**config.mk**
```make
export PLATFORM = sky130hd
export DESIGN_NAME = mul4_seq
export DESIGN_NICKNAME = d
export VERILOG_FILES = /design/src/rtl/mul_pkg.sv /design/src/rtl/fa4.sv /design/src/rtl/mul4_seq.sv
export SDC_FILE = /design/constraint.sdc
export NUM_CORES = 1
export LEC_CHECK = 0
export CAP_MARGIN = 10
export CORE_MARGIN = 2
export CORE_UTILIZATION = 40
export CTS_CLUSTER_DIAMETER = 200
export DETAILED_ROUTE_END_ITERATION = 7
export PLACE_DENSITY_LB_ADDON = 0.08
export SYNTH_ARGS = -nofsm -noshare
export SYNTH_HDL_FRONTEND = slang
export SYNTH_SLANG_ARGS = --single-unit
```
**constraint.sdc**
```tcl
create_clock -name clk -period 7 [get_ports clk]
set_input_delay 1.4 -clock clk [delete_from_list [all_inputs] [get_ports clk]]
set_output_delay 1.4 -clock clk [all_outputs]
set_load 0.01 [all_outputs]
```
**src/rtl/mul_pkg.sv**
```systemverilog
// Shared definitions for the sequential 4x4 shift-and-add multiplier.
package mul_pkg;

  localparam int N     = 4;
  localparam int STEPS = 4;

  // 2'b11 is never produced and falls back to IDLE behaviour in the FSM
  typedef enum logic [1:0] {
    IDLE = 2'b00,
    CALC = 2'b01,
    DONE = 2'b10
  } state_t;

endpackage

```
**src/rtl/fa4.sv**
```systemverilog
// Team 4-bit ripple-carry adder: sum/cout from a, b and carry-in.
module fa4 (
  input  logic [3:0] a,
  input  logic [3:0] b,
  input  logic       cin,
  output logic [3:0] sum,
  output logic       cout
);

  logic carry_s;

  // Ripple the carry through four full-adder cells
  always_comb begin
    carry_s = cin;
    sum     = 4'h0;
    for (int i = 0; i < 4; i++) begin
      sum[i]  = a[i] ^ b[i] ^ carry_s;
      carry_s = (a[i] & b[i]) | (carry_s & (a[i] ^ b[i]));
    end
    cout = carry_s;
  end

endmodule

```
**src/rtl/mul4_seq.sv**
```systemverilog
// Sequential 4x4 unsigned shift-and-add multiplier with start/busy/done handshake.
// One add/shift step per cycle through a single fa4; product registered in p.
module mul4_seq
  import mul_pkg::*;
(
  input  logic           clk,
  input  logic           reset,
  input  logic           start,
  input  logic [N-1:0]   a,
  input  logic [N-1:0]   b,
  output logic           busy,
  output logic           done,
  output logic [2*N-1:0] p
);

  localparam logic [1:0] LAST_STEP = 2'(STEPS - 1);

  state_t         state_r;
  logic [N-1:0]   m_r;
  logic [N-1:0]   q_r;
  logic [N-1:0]   acc_r;
  logic [1:0]     cnt_r;

  logic [N-1:0]   sum_s;
  logic           cout_s;
  logic [N-1:0]   s_s;
  logic           c_s;

  fa4 u_fa4 (
    .a    (acc_r),
    .b    (m_r),
    .cin  (1'b0),
    .sum  (sum_s),
    .cout (cout_s)
  );

  // Select adder result or pass-through accumulator depending on multiplier LSB
  always_comb begin
    s_s = acc_r;
    c_s = 1'b0;
    if (q_r[0]) begin
      s_s = sum_s;
      c_s = cout_s;
    end else begin
      s_s = acc_r;
      c_s = 1'b0;
    end
  end

  // Control FSM, datapath registers and registered outputs
  always_ff @(posedge clk) begin
    if (reset) begin
      state_r <= IDLE;
      m_r     <= 4'h0;
      q_r     <= 4'h0;
      acc_r   <= 4'h0;
      cnt_r   <= 2'd0;
      busy    <= 1'b0;
      done    <= 1'b0;
      p       <= 8'h00;
    end else begin
      case (state_r)
        IDLE: begin
          done <= 1'b0;
          if (start) begin
            m_r     <= a;
            q_r     <= b;
            acc_r   <= 4'h0;
            cnt_r   <= 2'd0;
            busy    <= 1'b1;
            state_r <= CALC;
          end else begin
            busy    <= 1'b0;
            state_r <= IDLE;
          end
        end
        CALC: begin
          acc_r <= {c_s, s_s[3:1]};
          q_r   <= {s_s[0], q_r[3:1]};
          cnt_r <= cnt_r + 2'd1;
          // Fourth step: the post-shift {acc,q} is the finished product
          if (cnt_r == LAST_STEP) begin
            p       <= {c_s, s_s[3:1], s_s[0], q_r[3:1]};
            busy    <= 1'b0;
            done    <= 1'b1;
            state_r <= DONE;
          end else begin
            busy    <= 1'b1;
            done    <= 1'b0;
            state_r <= CALC;
          end
        end
        DONE: begin
          busy    <= 1'b0;
          done    <= 1'b0;
          state_r <= IDLE;
        end
        default: begin
          busy    <= 1'b0;
          done    <= 1'b0;
          state_r <= IDLE;
        end
      endcase
    end
  end

endmodule

```
==> parameters.txt, run 1 <==
Parameter                              Value

Status
  Result of the run ... completed

CTS
  Number of CTS-inserted buffers ... 3
  Post-cts hold buffer count ... 0
  Longest Clk Path Bufs ... 2
  Post_cts resized ... 0
  Number of buffers inserted to repair setup after CTS ... 0
  Max H-tree Level ... 1
  Worst-Skew Late Latency ... 0.31 ns
  Clock root buffer ... sky130_fd_sc_hd__clkbuf_4
  CTS clk-pin slew, worst paths ... 0.12 ns
  Num Clock Sinks ... 25
  TritonCTS clock tree ... done

Detailed routing
  Length of the first detailed-routing pass in iterations ... 4
  Number of vias in the routed layout ... 783
  WL per Instance ... 12.6 µm
  First-iteration detailed-routing DRC count ... 16
  Post-route ant nets ... 0
  Detailed Route WL ... 1930 µm
  Residual DRC count ... 0
  Via-to-Cell Ratio ... 5.12

Synthesis
  Ys Warns ... 0
  Cell Area, Synth ... 1070 µm²
  Cells taking the most area after synthesis ... sky130_fd_sc_hd__dfxtp_1 47%, sky130_fd_sc_hd__mux2i_1 9.4%, sky130_fd_sc_hd__nor2_1 8.1%, sky130_fd_sc_hd__fa_1 5.6%, sky130_fd_sc_hd__nand2_1 2.5%
  Mapped Cells ... 105
  Cell with the most instances after synthesis ... sky130_fd_sc_hd__dfxtp_1
  Synthesized area per cell ... 10.2 µm²
  Flip-flop cell with the highest count after synthesis ... sky130_fd_sc_hd__dfxtp_1
  Post-synthesis cell type count ... 28
  Seq/Total Area, Yosys ... 46.8%
  Leading post-synthesis cells by instance count ... 25 x sky130_fd_sc_hd__dfxtp_1, 23 x sky130_fd_sc_hd__nor2_1, 10 x sky130_fd_sc_hd__mux2i_1
  Top cell type's share of synthesized area ... 46.8%
  Post-synth EDFFs ... 0
  Cell type with the largest total area after synthesis ... sky130_fd_sc_hd__dfxtp_1
  Yosys reg bits ... 25
  Syn Nets ... 121
  FFs w/ async S/R, synth ... 0%

Finish
  Final #Nets ... 140
  Count of non-filler cells in the finished layout ... 153
  Diode insertion count for antenna repair ... 0
  Share of post-route cells with drive strength above 1 ... 7.32%
  Synthesis-to-layout area growth ... 21.2%
  Post-layout instance area ... 1290 µm²

STA
  Fin Setup TNS ... 0 ns
  Final setup fails ... 0
  Worst setup skew after layout ... 0.00526 ns
  Setup repair after global routing missed its margin ... false
  Final Critical Period ... 2.78 ns
  Max-slew violation total from the final report ... 0
  Timing-limited maximum frequency ... 0.360 GHz
  Final hold vios ... 0
  Worst rel slew slack ... 38.0%
  Hold Slack ... 0.467 ns
  Worst slew pin tran ... 0.926 ns
  Share of the clock period used by the worst path ... 39.7%

Placement
  Placed Cells ... 149
  Cell area after placement ... 1270 µm²
  Count of buffers inserted at the top-level ports ... 20
  Sum of net half-perimeters after detailed placement ... 1420 µm
  Last weighted congestion value of the routability-driven placer ... 0.702

Global route
  Total routing usage reported by global routing ... 14.0%
  Via count of the first global-routing pass ... 789
  Global-route congestion overflow total ... 0
  Largest net degree at the start of global routing ... 26
  Global-route wire length before repair ... 3470 µm
  Initial antenna violation count ... 0

Floorplanning
  Width of the chip ... 55.7 µm
  Floorplan Core Area ... 2500 µm²
  Standard-cell row count ... 18
  DIE HEIGHT ... 55.7 µm
  Initial cell density of the core ... 42.7%
  IO Count ... 21
  Area of the die ... 3100 µm²

Critical path
  Data required time at the worst endpoint ... 5.60 ns
  Startpoint type of the worst setup path ... flop
  Top Family by Delay on Critical Path ... buffers and inverters
  Worst-path maximum fanout ... 7
  Bufs and invs on worst path ... 1
  CP max-delay cell ... sky130_fd_sc_hd__clkdlybuf4s50_1
  Cells traversed along the worst timing path ... clkdlybuf4s50_1
  Worst path arrival time ... 1.38 ns
  Start of the worst register-to-register path ... acc_r[0]$_SDFFE_PP0P_
  Category of the worst setup path capture point ... output pin
  Worst reg-to-reg setup slack ... 4.65 ns
  Crit Path Category ... flop to output pin
  Largest stage delay on the critical path ... 0.59 ns
  First element of the critical path ... state_r[0]$_SDFF_PP0_

Min path
  Type of the tightest min-delay check ... flop to flop
  Startpoint of the lowest-slack hold path ... p[2]$_SDFFE_PP0P_

Pwr
  PwrDens ... 186 nW/µm²
  Worst vdd rail ir drop ... 0.146 mV
  Static Leakage ... 0.495 nW

Flow run
  Max-cap violations ... 0
-- state kept, by name, summed over array words and instances, names as in the netlist --
| name | cells |
|---|---|
| p | 8 |
| acc_r | 4 |
| m_r | 4 |
| q_r | 4 |
| cnt_r | 2 |
| state_r | 2 |
| done | 1 |
-- where the power goes --
group,total (mW),internal [mW],switching [mW]
sequential,0.152,0.147,0.00530
combinational,0.0269,0.0149,0.0120
clock,0.0622,0.0223,0.0399
-- layout by cell type (no fill, tap or decap), types with 2 or more instances in the layout --
master | synthesis | layout
sky130_fd_sc_hd__a211oi_1 | 3 | 3
sky130_fd_sc_hd__a211oi_2 | 2 | 2
sky130_fd_sc_hd__a21oi_1 | 5 | 5
sky130_fd_sc_hd__a22oi_1 | 2 | 2
sky130_fd_sc_hd__a2bb2oi_1 | 2 | 2
sky130_fd_sc_hd__clkbuf_4 | 0 | 3
sky130_fd_sc_hd__clkdlybuf4s50_1 | 0 | 20
sky130_fd_sc_hd__dfxtp_1 | 25 | 25
sky130_fd_sc_hd__fa_1 | 3 | 3
sky130_fd_sc_hd__ha_1 | 2 | 2
sky130_fd_sc_hd__mux2i_1 | 10 | 10
sky130_fd_sc_hd__nand2_1 | 7 | 7
sky130_fd_sc_hd__nor2_1 | 23 | 23
sky130_fd_sc_hd__nor3_1 | 2 | 2
-- metrics by stage --
stage          total power, mW  utilization (%)  setup slack [ns]
6_report                 0.241             51.8              4.22
4_1_cts                  0.246             51.8              4.20
3_3_place_gp             0.182             50.8              4.22
2_1_floorplan            0.174                -              4.79
3_5_place_dp             0.183             50.8              4.21
5_1_grt                  0.257             51.8              4.13
-- layout make-up --
class                   instances  area, µm²
repair buffers                 20        200
multi-input cells              73        527
fillers                       240       1200
inverters                       1       3.75
flip-flops and latches         25        500
clock buffers                   4       26.3
well taps                      30       37.5
-- routing by layer --
layer	routed length, µm	GRT usage [%]	share of wire, %	vias to the layer above
li1	-	-	-	399
met1	888	16.7	46	364
met2	919	23.8	48	18
met3	110	5.12	5.7	2
met4	15	3.14	0.78	0
met5	0	0	0	-
-- cells by family (layout without fill, tap and decap cells) --
kind of cell,after synthesis,count (layout),synth area share [%]
simple gates,39,39,17.2
buf+inv,7,25,3.86
flops,25,25,46.8
compound gates,17,17,12.3
fa+ha+maj,5,5,7.96
mux,12,12,11.8
-- path summary, 6_finish.rpt --
check	to	cells past startpoint
hold reg to reg	p[2]$_SDFFE_PP0P_	2
setup / recovery	busy	1
setup reg to reg	acc_r[2]$_SDFFE_PP0P_	7
hold / removal	p[2]$_SDFFE_PP0P_	2
Note: power is estimated with default switching activity, not from simulation.
==> inputs of run 2 (changes only) <==
- clock period: 7 -> 2.8 ns (I/O delays scaled with it)
==> run 2 against run 1 <==
Die area stayed put; non-clock buffer count is 1 higher; clock power grew to 2.6 times the previous value; count of clock-buffer cells in the layout stayed put; combinational power grew to 2.6 times the previous value; hold slack worse by 0.0019 ns; cell count is 0.65% higher; via count is 1.0% higher; sequential power grew to 2.5 times the previous value; critical path type is now flop to flop; largest cell class unchanged.
==> parameters.txt, run 2 (synthesized netlist as in run 1, its figures left out) <==
Parameter                              Value

Status
  Result of the run ... completed

Finish
  Commonest non-fill, non-tap cells in the layout ... 25 x sky130_fd_sc_hd__dfxtp_1, 23 x sky130_fd_sc_hd__nor2_1, 20 x sky130_fd_sc_hd__clkdlybuf4s50_1
  Register ranked first by flip-flop count ... p
  Synthesis-to-layout area growth ... 21.9%
  Count of non-filler cells in the finished layout ... 154 (+0.65%)
  Flip-flop count of the largest register, all copies and words added ... 8 (unchanged)
  Final #Nets ... 141 (+0.71%)
  Diode insertion count for antenna repair ... 0 (unchanged)
  Most common library cell in the layout ignoring fill and taps ... sky130_fd_sc_hd__dfxtp_1
  Utilization after layout ... 52.1% (+0.30 points)
  Share of post-route cells with drive strength above 1 ... 8.06% (+0.75 points)

STA
  Worst rel slew slack ... 61.4% (+23 points)
  Worst setup skew after layout ... 0.00922 ns (+0.00396 ns)
  Post-route setup slack ... 0.493 ns (-3.73 ns)
  Fin Setup TNS ... 0 ns (unchanged)
  Setup repair after global routing missed its margin ... false
  Worst slew pin tran ... 0.577 ns (-0.349 ns)
  Final hold vios ... 0 (unchanged)
  Final Critical Period ... 2.31 ns
  Final setup fails ... 0 (unchanged)
  Share of the clock period used by the worst path ... 82.4%
  Timing-limited maximum frequency ... 0.434 GHz
  Max-slew violation total from the final report ... 0 (unchanged)
  Hold Slack ... 0.465 ns (-0.00187 ns)

Flow run
  Max-cap violations ... 0 (unchanged)

Global route
  Via count of the first global-routing pass ... 758 (-3.9%)
  Global-route wire length before repair ... 3520 µm (+1.4%)
  Largest net degree at the start of global routing ... 26 (unchanged)
  Global-route congestion overflow total ... 0 (unchanged)
  Total routing usage reported by global routing ... 14.3% (+0.31 points)
  Initial antenna violation count ... 0 (unchanged)

CTS
  Post_cts resized ... 0 (unchanged)
  Worst-Skew Late Latency ... 0.32 ns (about the same)
  Num Clock Sinks ... 25 (unchanged)
  Number of buffers inserted to repair setup after CTS ... 0 (unchanged)
  Max H-tree Level ... 1 (unchanged)
  CTS clk-pin slew, worst paths ... 0.12 ns (about the same)
  Longest Clk Path Bufs ... 2 (unchanged)
  Post-cts hold buffer count ... 0 (unchanged)
  TritonCTS clock tree ... done
  Clock root buffer ... sky130_fd_sc_hd__clkbuf_4
  Number of CTS-inserted buffers ... 3 (unchanged)

Detailed routing
  Residual DRC count ... 0 (unchanged)
  WL per Instance ... 12.7 µm (+0.74%)
  Detailed Route WL ... 1960 µm (+1.4%)
  Via-to-Cell Ratio ... 5.14 (+0.37%)
  Length of the first detailed-routing pass in iterations ... 4 (unchanged)
  Post-route ant nets ... 0 (unchanged)
  First-iteration detailed-routing DRC count ... 24 (+8)
  Number of vias in the routed layout ... 791 (+1.0%)

Floorplanning
  Standard-cell row count ... 18 (unchanged)
  IO Count ... 21 (unchanged)
  DIE HEIGHT ... 55.7 µm (unchanged)
  Area of the die ... 3100 µm² (unchanged)
  Initial cell density of the core ... 42.7% (unchanged)
  Width of the chip ... 55.7 µm (unchanged)
  Floorplan Core Area ... 2500 µm² (unchanged)

Placement
  Setup Slack @ Placement ... 0.497 ns (-3.71 ns)
  Placed Cells ... 150 (+0.67%)
  Last weighted congestion value of the routability-driven placer ... 0.693 (-1.3%)
  Sum of net half-perimeters after detailed placement ... 1400 µm (-1.3%)
  Count of buffers inserted at the top-level ports ... 20 (unchanged)

Min path
  Type of the tightest min-delay check ... flop to flop
  Worst hold stages ... 2 (unchanged)
  Min-Delay Endpoint ... p[7]$_SDFFE_PP0P_
  Startpoint of the lowest-slack hold path ... p[7]$_SDFFE_PP0P_

Critical path
  Reg2reg path depth ... 7 (unchanged)
  Worst reg-to-reg setup slack ... 0.49 ns (-4.16 ns)
  Worst path arrival time ... 2.52 ns (+1.14 ns)
  Startpoint type of the worst setup path ... flop
  Worst-path maximum fanout ... 3 (-4)
  Data required time at the worst endpoint ... 3.01 ns (-2.59 ns)
  Reg-to-Reg End ... acc_r[2]$_SDFFE_PP0P_
  Crit Path Category ... flop to flop
  Start of the worst register-to-register path ... acc_r[0]$_SDFFE_PP0P_
  Category of the worst setup path capture point ... flop

Pwr
  PwrDens ... 468 nW/µm² (+150%)
  Static Leakage ... 0.500 nW (+0.97%)
  Worst vdd rail ir drop ... 0.420 mV (+190%)
run 2: cell count changes in the layout (fill, tap and decap cells not counted), sizes merged:
cell	previous run	this run
buf	0	1
run 2: layer usage:
metal / global-route usage (%) / vias to the layer above / share of wire [%]
li1: - / 399 / -
met1: 19.1 / 374 / 50
met2: 21.9 / 16 / 45
met3: 5.35 / 2 / 4.8
met4: 3.14 / 0 / 0.66
met5: 0 / - / 0
run 2: report_power, final:
| group | internal, mW | switching [mW] | total, mW |
|---|---|---|---|
| sequential | 0.368 | 0.0133 | 0.381 |
| combinational | 0.0380 | 0.0310 | 0.0690 |
| clock | 0.0557 | 0.103 | 0.159 |
run 2: per-stage QoR:
stage	cell area (µm²)	power [mW]
3_5_place_dp	1280	0.459
5_1_grt	1300	0.643
2_1_floorplan	1070	0.434
3_3_place_gp	1280	0.457
4_1_cts	1300	0.619
6_report	1300	0.609
run 2: worst max-delay path: stages (launching register included):
cell	delay, ns
sky130_fd_sc_hd__dfxtp_1	0.35
sky130_fd_sc_hd__ha_1	0.19
sky130_fd_sc_hd__fa_1	0.37
sky130_fd_sc_hd__fa_1	0.39
sky130_fd_sc_hd__fa_1	0.43
sky130_fd_sc_hd__mux2i_1	0.22
sky130_fd_sc_hd__a2bb2oi_1	0.21
sky130_fd_sc_hd__nor2_1	0.05
run 2: how the worst max path moves through the flow:
stage / startpoint / endpoint
final: acc_r[0]$_SDFFE_PP0P_ / acc_r[2]$_SDFFE_PP0P_
after global routing: acc_r[0]$_SDFFE_PP0P_ / acc_r[2]$_SDFFE_PP0P_
after CTS: acc_r[0]$_SDFFE_PP0P_ / acc_r[2]$_SDFFE_PP0P_
after detailed placement: acc_r[0]$_SDFFE_PP0P_ / acc_r[2]$_SDFFE_PP0P_
after global placement: m_r[0]$_SDFFE_PP0P_ / acc_r[2]$_SDFFE_PP0P_
after floorplan: m_r[0]$_SDFFE_PP0P_ / acc_r[2]$_SDFFE_PP0P_
run 2: layout make-up:
type,instances,area (µm²)
fillers,252,1200
inverters,1,3.75
multi-input cells,73,527
flip-flops and latches,25,500
clock buffers,4,26.3
repair buffers,21,208
well taps,30,37.5
==> inputs of run 3 (changes only) <==
- clock period: 2.8 -> 2 ns (I/O delays scaled with it)
==> run 3 against run 2 <==
The run now ends with setup timing left; hold slack worse by 0.0014 ns; sequential share of layout area shrank 1.7 points; combinational power is 51% higher; core utilization rose by 2.7 points; sequential power is 40% higher; setup slack got worse by 0.67 ns; routed wire length grew 2.2%; clock skew is 0.0030 ns lower; register-to-register slack got worse by 0.67 ns; critical path type unchanged; largest power group unchanged; highest routed layer unchanged.
==> parameters.txt, run 3 (synthesized netlist as in run 1, its figures left out) <==
Parameter                              Value

Placement
  Placed Cells ... 155 (+3.3%)
  Count of buffers inserted at the top-level ports ... 20 (unchanged)
  Setup Slack @ Placement ... -0.213 ns (-0.710 ns)
  Sum of net half-perimeters after detailed placement ... 1440 µm (+2.8%)
  Last weighted congestion value of the routability-driven placer ... 0.703 (+1.6%)

STA
  Setup repair after global routing missed its margin ... true
  Worst slew pin tran ... 0.454 ns (-0.124 ns)
  Post-route setup slack ... -0.181 ns (-0.675 ns)
  Final Critical Period ... 2.18 ns (-0.125 ns)
  Final hold vios ... 0 (unchanged)
  Max-slew violation total from the final report ... 0 (unchanged)
  Hold Slack ... 0.464 ns (-0.00138 ns)
  Fin Setup TNS ... -0.333 ns (-0.333 ns)
  Timing-limited maximum frequency ... 0.458 GHz (+5.7%)
  Worst setup skew after layout ... 0.00621 ns (-0.00301 ns)
  Share of the clock period used by the worst path ... 109% (+27 points)
  Final setup fails ... 2 (+2)
  Worst rel slew slack ... 69.7% (+8.3 points)

CTS
  Number of CTS-inserted buffers ... 3 (unchanged)
  Max H-tree Level ... 1 (unchanged)
  Num Clock Sinks ... 25 (unchanged)
  Worst-Skew Late Latency ... 0.32 ns (about the same)
  TritonCTS clock tree ... done
  CTS clk-pin slew, worst paths ... 0.13 ns (about the same)
  Longest Clk Path Bufs ... 2 (unchanged)
  Clock root buffer ... sky130_fd_sc_hd__clkbuf_4

Critical path
  Category of the worst setup path capture point ... flop
  Worst path arrival time ... 2.43 ns (-0.09 ns)
  Crit Path Category ... flop to flop
  Data required time at the worst endpoint ... 2.25 ns (-0.76 ns)
  First element of the critical path ... m_r[0]$_SDFFE_PP0P_
  Reg2reg path depth ... 7 (unchanged)
  Worst reg-to-reg setup slack ... -0.18 ns (-0.67 ns)
  Worst-path maximum fanout ... 2 (-1)
  Startpoint type of the worst setup path ... flop
  Reg-to-Reg End ... p[6]$_SDFFE_PP0P_
  Start of the worst register-to-register path ... m_r[0]$_SDFFE_PP0P_

Finish
  Number of filler instances in the final layout ... 228 (-9.5%)
  Commonest non-fill, non-tap cells in the layout ... 23 x sky130_fd_sc_hd__nor2_1, 23 x sky130_fd_sc_hd__dfxtp_1, 20 x sky130_fd_sc_hd__clkdlybuf4s50_1
  Flip-flop count of the largest register, all copies and words added ... 8 (unchanged)
  Total area of sequential cells ... 503 µm² (+0.50%)
  Diode insertion count for antenna repair ... 0 (unchanged)
  Count of non-filler cells in the finished layout ... 159 (+3.2%)
  Share of post-route cells with drive strength above 1 ... 17.1% (+9.0 points)
  Area of the multi-input gates ... 554 µm² (+5.2%)
  Register ranked first by flip-flop count ... p
  Synthesis-to-layout area growth ... 28.2%
  Final #Nets ... 146 (+3.5%)
  Utilization after layout ... 54.8% (+2.7 points)

Min path
  Worst hold stages ... 2 (unchanged)
  Min-Delay Endpoint ... p[7]$_SDFFE_PP0P_
  Startpoint of the lowest-slack hold path ... p[7]$_SDFFE_PP0P_
  Type of the tightest min-delay check ... flop to flop

Floorplanning
  Width of the chip ... 55.7 µm (unchanged)
  Initial cell density of the core ... 42.7% (unchanged)
  IO Count ... 21 (unchanged)
  Area of the die ... 3100 µm² (unchanged)
  Standard-cell row count ... 18 (unchanged)
  DIE HEIGHT ... 55.7 µm (unchanged)
  Floorplan Core Area ... 2500 µm² (unchanged)

Pwr
  Net switching power figure ... 207 µW (+40%)
  Static Leakage ... 0.520 nW (+3.9%)
  Internal power of the cells ... 653 µW (+42%)
  Sequential share of power ... 62.2% (-0.4 points)
  PwrDens ... 628 nW/µm² (+34%)
  Part of the total power dissipated in combinational logic ... 12.1% (+0.8 points)
  Worst vdd rail ir drop ... 0.509 mV (+21%)
  Switch share ... 24.1% (-0.16 points)
  Clock group share of total power ... 25.7% (-0.4 points)

Status
  Result of the run ... finished with violations
  Violations in the final reports ... setup timing

Detailed routing
  M1 WL ... 972 µm (-0.82%)
  Number of vias in the routed layout ... 805 (+1.8%)
  WL per Instance ... 12.6 µm (-0.97%)
  Post-route ant nets ... 0 (unchanged)
  Routed met3 length ... 86 µm (-8.5%)
  First-iteration detailed-routing DRC count ... 10 (-58%)
  Length of the first detailed-routing pass in iterations ... 5 (+1)
  Detailed Route WL ... 2010 µm (+2.2%)
  Residual DRC count ... 0 (unchanged)
  Amount of wire on met2 after detailed routing ... 926 µm (+6.1%)
  Top layer in use ... met4
  Via-to-Cell Ratio ... 5.06 (-1.4%)

Global route
  Initial antenna violation count ... 0 (unchanged)
  Global-route congestion overflow total ... 0 (unchanged)
  Total routing usage reported by global routing ... 14.1% (-0.15 points)
  Via count of the first global-routing pass ... 774 (+2.1%)
  Global-route wire length before repair ... 3530 µm (+0.17%)
  Largest net degree at the start of global routing ... 26 (unchanged)

Flow run
  Max-cap violations ... 0 (unchanged)
==> run 3: through the flow <==
step	cell area, µm²	total power, mW
global placement	1320	0.646
global route	1370	0.904
detailed placement	1320	0.647
finish	1370	0.860
CTS	1350	0.866
floorplan	1070	0.608
==> run 3: critical path, cell delays in order, from the launching register on <==
cell and delay (ns):
sky130_fd_sc_hd__dfxtp_2 0.36, sky130_fd_sc_hd__ha_4 0.15, sky130_fd_sc_hd__fa_2 0.33, sky130_fd_sc_hd__fa_2 0.34, sky130_fd_sc_hd__fa_1 0.51, sky130_fd_sc_hd__mux2i_2 0.09, sky130_fd_sc_hd__buf_4 0.15, sky130_fd_sc_hd__a211oi_2 0.18
==> run 3: worst max-delay path by stage <==
stage	endpoint	cells past startpoint
detailed placement	acc_r[2]$_SDFFE_PP0P_	7
floorplan	acc_r[2]$_SDFFE_PP0P_	7
global route	p[6]$_SDFFE_PP0P_	7
CTS	acc_r[2]$_SDFFE_PP0P_	7
global placement	p[6]$_SDFFE_PP0P_	7
finish	p[6]$_SDFFE_PP0P_	7
==> run 3: timing repair <==
| item | CTS | global route |
|---|---|---|
| hold buffers | 0 | 0 |
| pin swaps | 0 | 1 |
| setup endpoints to repair | 3 | 3 |
| setup buffers | 0 | 0 |
| gates resized for setup | 2 | 4 |
==> run 3: area by class of cell <==
type                       instances  share of cell area (%)
clock buffer                       4                    1.92
inverter                           1                   0.274
multi-input combinational         73                    40.5
sequential                        25                    36.7
tap                               30                    2.74
timing repair buffer              26                    17.9
==> run 3: power groups by stage <==
stage / combinational (mW) / clock [mW] / sequential [mW]
2_1_floorplan: 0.0695 / 0 / 0.539
3_3_place_gp: 0.102 / 0 / 0.545
3_5_place_dp: 0.102 / 0 / 0.545
4_1_cts: 0.103 / 0.229 / 0.534
5_1_grt: 0.116 / 0.249 / 0.539
6_report: 0.104 / 0.221 / 0.535
==> run 3: per-layer routing <==
metal	vias up	track usage (%)
met2	14	22.6
li1	410	-
met1	379	18.5
met5	-	0
met3	2	5.35
met4	0	2.09
